--- config.mk ---
export PLATFORM = sky130hd
export DESIGN_NAME = ex_stage_pipe_regs
export DESIGN_NICKNAME = d
export VERILOG_FILES = /design/src/rtl/ex_stage_pipe_regs_pkg.sv /design/src/rtl/dff_en_n.sv /design/src/rtl/ex_stage_pipe_regs.sv
export SDC_FILE = /design/constraint.sdc
export NUM_CORES = 1
export LEC_CHECK = 0
export ABC_CLOCK_PERIOD_IN_PS = 2450
export CORE_AREA = 2 2 277 279
export CTS_BUF_LIST = sky130_fd_sc_hd__clkbuf_8
export CTS_CLUSTER_DIAMETER = 50
export DETAILED_ROUTE_END_ITERATION = 6
export DIE_AREA = 0 0 279 281
export DONT_BUFFER_PORTS = 1
export PLACE_DENSITY = 0.39
export SYNTH_ARGS = -nofsm -noshare
export SYNTH_HDL_FRONTEND = slang
export SYNTH_HIERARCHICAL = 1
export SYNTH_SLANG_ARGS = --single-unit
--- constraint.sdc ---
create_clock -name clk -period 2.45 [get_ports clk]
set_input_delay 0.49 -clock clk [delete_from_list [all_inputs] [get_ports clk]]
set_output_delay 0.49 -clock clk [all_outputs]
set_load 0.02 [all_outputs]
--- src/rtl/ex_stage_pipe_regs_pkg.sv ---
// rtl/ex_stage_pipe_regs_pkg.sv - shared widths and bundle layouts for the ID/EX and EX/MEM registers
// Purpose: defines the datapath widths and the packed stage bundles.
// Ports: none (package).
package ex_stage_pkg;

    localparam int DATA_W = 64;
    localparam int REG_W  = 5;

    // Control block (12 bits) + three data words + three register indices.
    typedef struct packed {
        logic              alu_src;
        logic [2:0]        alu_op;
        logic              mem_write;
        logic              mem_read;
        logic [3:0]        xfer_size;
        logic              mem2reg;
        logic              reg_write;
        logic [DATA_W-1:0] read_data_1;
        logic [DATA_W-1:0] read_data_2;
        logic [DATA_W-1:0] alu_const;
        logic [REG_W-1:0]  write_reg;
        logic [REG_W-1:0]  rn;
        logic [REG_W-1:0]  rm;
    } id_ex_t;

    typedef struct packed {
        logic              mem_write;
        logic              mem_read;
        logic [3:0]        xfer_size;
        logic              mem2reg;
        logic              reg_write;
        logic [DATA_W-1:0] alu_result;
        logic [DATA_W-1:0] write_data;
        logic [REG_W-1:0]  write_reg;
    } ex_mem_t;

    localparam int ID_EX_W  = $bits(id_ex_t);
    localparam int EX_MEM_W = $bits(ex_mem_t);

endpackage

--- src/rtl/dff_en_n.sv ---
// rtl/dff_en_n.sv - WIDTH-bit register with synchronous active-high clear and load enable
// Purpose: generic pipeline register.
// Ports: clk - clock; reset - synchronous clear (priority over load);
//        wr_en - load enable; d - next value; q - registered value.
module dff_en_n #(
    parameter int WIDTH = 64
) (
    input  logic             clk,
    input  logic             reset,
    input  logic             wr_en,
    input  logic [WIDTH-1:0] d,
    output logic [WIDTH-1:0] q
);

    always_ff @(posedge clk) begin
        if (reset) begin
            q <= '0;
        end else if (wr_en) begin
            q <= d;
        end
    end

endmodule

--- src/rtl/ex_stage_pipe_regs.sv ---
// rtl/ex_stage_pipe_regs.sv - ID/EX and EX/MEM pipeline registers around the execute stage
// Purpose: two independent one-cycle register stages that capture every cycle;
//          reset clears both bundles to all-zero, which is a NOP in each stage.
// Ports: clk - clock; reset - synchronous active-high clear;
//        id_bundle / ex_bundle - packed id_ex_t in / registered out;
//        ex_result_bundle / mem_bundle - packed ex_mem_t in / registered out.
module ex_stage_pipe_regs
    import ex_stage_pkg::*;
#(
    parameter int DATA_W = ex_stage_pkg::DATA_W,
    parameter int REG_W  = ex_stage_pkg::REG_W
) (
    input  logic                             clk,
    input  logic                             reset,
    input  logic [12+3*DATA_W+3*REG_W-1:0]   id_bundle,
    output logic [12+3*DATA_W+3*REG_W-1:0]   ex_bundle,
    input  logic [8+2*DATA_W+REG_W-1:0]      ex_result_bundle,
    output logic [8+2*DATA_W+REG_W-1:0]      mem_bundle
);

    localparam int ID_W  = 12 + 3*DATA_W + 3*REG_W;
    localparam int MEM_W = 8 + 2*DATA_W + REG_W;

    // No stall or flush: bubbles are made upstream by zeroing control fields.
    dff_en_n #(.WIDTH(ID_W)) u_id_ex (
        .clk   (clk),
        .reset (reset),
        .wr_en (1'b1),
        .d     (id_bundle),
        .q     (ex_bundle)
    );

    dff_en_n #(.WIDTH(MEM_W)) u_ex_mem (
        .clk   (clk),
        .reset (reset),
        .wr_en (1'b1),
        .d     (ex_result_bundle),
        .q     (mem_bundle)
    );

endmodule

; Word level (Yosys, flattened, before mapping)
; Cells that the tools add are included.
[word_totals]
input_bits = 362
latch_bits = 0
n_memories = 0
out_inout_bits = 360
mem_bits_rw = 0
reg_bits = 360
romBits = 0
wordCells = 2
[op_classes]
div_mod_pow = 0
n_eq_ne = 0
muxes = 0
order_cmp = 0
add_sub_neg = 0
multipliers = 0
shifts = 0
n_reduce_logical = 0
n_bitwise = 0

; Depth between registers and ports, before layout
[depth]
word_depth = 0
mapped_depth = 5

; Hierarchy
; Netlist, hierarchy kept.
[modules_own_cells]
columns = mod, n_inst, cells_each, seq_area_each_um2, area_each_um2
row1 = dff_en_n at u_id_ex, 1, 706, 4384.2, 7987.7
row2 = dff_en_n at u_ex_mem, 1, 455, 2822.7, 5021.1
row3 = ex_stage_pipe_regs, 1, 1, 0.0, 3.8

; Least setup slack after synthesis
; Ideal clock, no wire load.
[synth_path]
path_type = input -> register
from = in reset
to = reg u_ex_mem.q[100]
setup_time_ns = 0.128
setup_slack_ns = 1.203
path_stages = 4
t_arrival_ns = 1.119
path_cell_list = buf_2 -> buf_2 -> buf_1 -> nor2_1
[synth_rtl]
columns = item, line_no
row1 = "start, declared", ex_stage_pipe_regs.sv:14  ; input logic reset,
row2 = "end signal, assigned", dff_en_n.sv:17  ; q <= '0;
row3 = "end signal, assigned", dff_en_n.sv:19  ; q <= d;
row4 = "end, declared", dff_en_n.sv:12  ; output logic [WIDTH-1:0] q
; No word-level cell between the ends.

; Worst setup path in the final report
[layout_path]
from = in reset
to = reg u_id_ex.q[79]
[layout_rtl]
columns = item, line_no
row1 = "end signal, assigned", dff_en_n.sv:17
row2 = "end signal, assigned", dff_en_n.sv:19
row3 = "end, declared", dff_en_n.sv:12
; No word-level cell between the ends.

==> impl_metrics.csv <==
group,metric,value,unit
cells_and_area,drive_gt1_frac,0.06066,
hold_path,hp-start,"ex_result_bundle[99]",
timing,min_period,1.908,ns
setup_path,cpMostUsedCell,"dlygate4sd3_1",
route,wl_per_cell,17.43,um
timing,hold_viol_final,0,
clocking,cts_sinks,360,
power,p_sw,0.003952,W
yosys,async_flop_share,0,
setup_path,worst_ep_required_time,2.95,ns
grt,overflow,0,
setup_path,crit_fanout,110,
setup_path,crit_family,"buffers and inverters",
power,power_density,754.0,nW/um^2
yosys,synth.distinct_cells,11,
setup_path,crit_slowest_cell,"dlygate4sd3_1",
clocking,numCtsBuffers,70,
yosys,synthTopCellsByArea,"dfxtp_1 (55%), mux2i_1 (28%), nor2_1 (10%), buf_12 (3.5%), buf_8 (1.3%)",
yosys,ys_seq_area_frac,0.5538,
grt,grt_usage,0.1052,
setup_path,endpoint_kind,"flop",
route,drt-vias-per-instance,3.828,
power,clkPwrFrac,0.408,
clocking,cts_max_level,3,
place,io_buffers,0,
yosys,synthCells,1162,
power,p_comb_frac,0.095,
power,intPower,0.009961,W
power,p_leak,8.260,nW
timing,setup_violations,0,
timing,max_freq,524.1,MHz
hold_path,hold_depth,2,
cells_and_area,regArea,7207,um^2
clocking,clockBufferDepth,3,
route,routed_wl,44.40,mm
die,num_rows,101,
cells_and_area,fin_nets,1888,
clocking,cts_hold_buf,372,
power,irDropWorstVdd,0.4897,mV
route,num_vias,9753,
clocking,cts_resized,0,
grt,antenna_found_initial,4,
route,drc,0,
run_status,outcome,"finished clean",
cells_and_area,multi_input_area,4962,um^2
timing,setup_tns,0,ns
place,dpl.hpwl,26.98,mm
route,drt-initial-drc-count,322,
die,die_height,281,um
die,dieArea,78400,um^2
yosys,synth_common_cells,"dfxtp_1 (360), mux2i_1 (360), nor2_1 (360)",
setup_path,critical_path_class,"input pin to flop",
power,power,0.01391,W
timing,worst_pin_slew,0.9592,ns
timing,maxSlewViolCount,0,
route,drtAntennaViolNets,0,
grt,grt_pass1_vias,10410,
cells_and_area,utilization,0.2446,
power,swShare,0.2841,
die,start_util,0.1725,
yosys,synth_top_area_cell,"dfxtp_1",
clocking,cts-root-buf,"clkbuf_8",
cells_and_area,fillers,7910,
place,gp_congestion,0.8002,
clocking,post-cts-setup-buffers,0,
setup_path,path_buf_inv,2,
yosys,syn_area,13010,um^2
job,drv_cap,0,
yosys,synth-edff-count,0,
yosys,ys_seq_elements,360,
clocking,clk_pin_slew,0.05,ns
cells_and_area,area_growth,41.81,%
hold_path,hp-class,"input pin to flop",
timing,period_share,0.7788,
clocking,cts_tree,"built",
grt,grt_pass1_wl,63.46,mm
setup_path,max_stage_delay,1.18,ns
yosys,syn_area_per_cell,11.20,um^2
setup_path,critPathLaunchType,"input pin",
power,seq_power_share,0.498,
grt,grt_max_degree,220,
yosys,netlist.area_leader.share,0.5538,
route,dr.pass1.iters,4,
hold_path,hold_end,"u_ex_mem/q[99]",
timing,rsz0062_at_grt,"no",
setup_path,cp.arrival,2.41,ns
yosys,synth_warnings,6,
setup_path,path_cells,"dlygate4sd3_1 > nor2_1 > dlygate4sd3_1",
yosys,synth_ff_type,"dfxtp_1",
die,design.core.area,75440,um^2
die,fp.dieW,279,um
die,ioPinCount,722,
timing,max-slew-margin-rel,0.3585,
## registers in the layout, indices dropped and copies added (netlist names)
register    flops
u_id_ex/q     219
u_ex_mem/q    141
## per-layer routing
layer	global-route usage	vias to the layer above	wire, um
met1	0.1061	4609	15700
li1	-	4570	-
met5	0	-	0
met2	0.1875	461	23180
met3	0.04115	113	3835
met4	0.05445	0	1683
## layout make-up
type,count,area share
Clock buffer,76,0.05669
Timing Repair Buffer,372,0.2037
Antenna cell,4,0.0005424
Clock inverter,36,0.01329
Sequential cell,360,0.3906
Tap cell,978,0.06631
Multi-Input combinational cell,722,0.2689
## worst max-delay path by stage
| stage | from | endpoint | slack, ns | depth (start not counted) |
|---|---|---|---|---|
| CTS | reset | u_id_ex/q[79] | 0.59 | 3 |
| floorplan | reset | u_ex_mem/q[100] | 1.20 | 4 |
| global placement | u_ex_mem/q[7] | mem_bundle[7] | 1.45 | 0 |
| finish | reset | u_id_ex/q[79] | 0.54 | 3 |
| global route | reset | u_id_ex/q[79] | 0.50 | 3 |
| detailed placement | u_ex_mem/q[7] | mem_bundle[7] | 1.45 | 0 |
## kinds of logic after synthesis
family        count (synthesis)  synth area share
other cells                   1         0.0002882
mux                         360            0.2769
flops                       360            0.5538
buf+inv                      81           0.06510
simple gates                360            0.1038
## power by group through the flow
stage | logic (W) | registers (W) | clock network [W]
final | 0.00132 | 0.00693 | 0.00567
after CTS | 0.00126 | 0.00693 | 0.00598
after detailed placement | 0.000659 | 0.00705 | 0
after global placement | 0.000638 | 0.00706 | 0
after global routing | 0.00142 | 0.00696 | 0.00624
after floorplan | 0.000816 | 0.00693 | 0
## per-stage QoR
step           setup slack [ns]  area [um^2]  hold slack (ns)  cells
2_1_floorplan             1.203        13020           0.6383   1163
3_3_place_gp              1.448        13390           0.5883   2060
3_5_place_dp              1.445        13390           0.5916   2060
4_1_cts                  0.5942        18440          0.01398   2544
5_1_grt                  0.5010        18450          0.01764   2548
6_report                 0.5420        18450           0.1026   2548
## layout by cell type, fill, tap and decap left out
cell	instances
buf_16	2
dfxtp_1	360
clkinv_4	1
inv_6	1
clkinvlp_4	4
diode_2	4
bufinv_16	1
clkinv_8	3
inv_8	2
conb_1	2
dlygate4sd3_1	370
nor2_1	360
mux2i_1	360
inv_1	19
clkinv_2	5
clkbuf_8	76
Power figures use the tool's default switching activity.
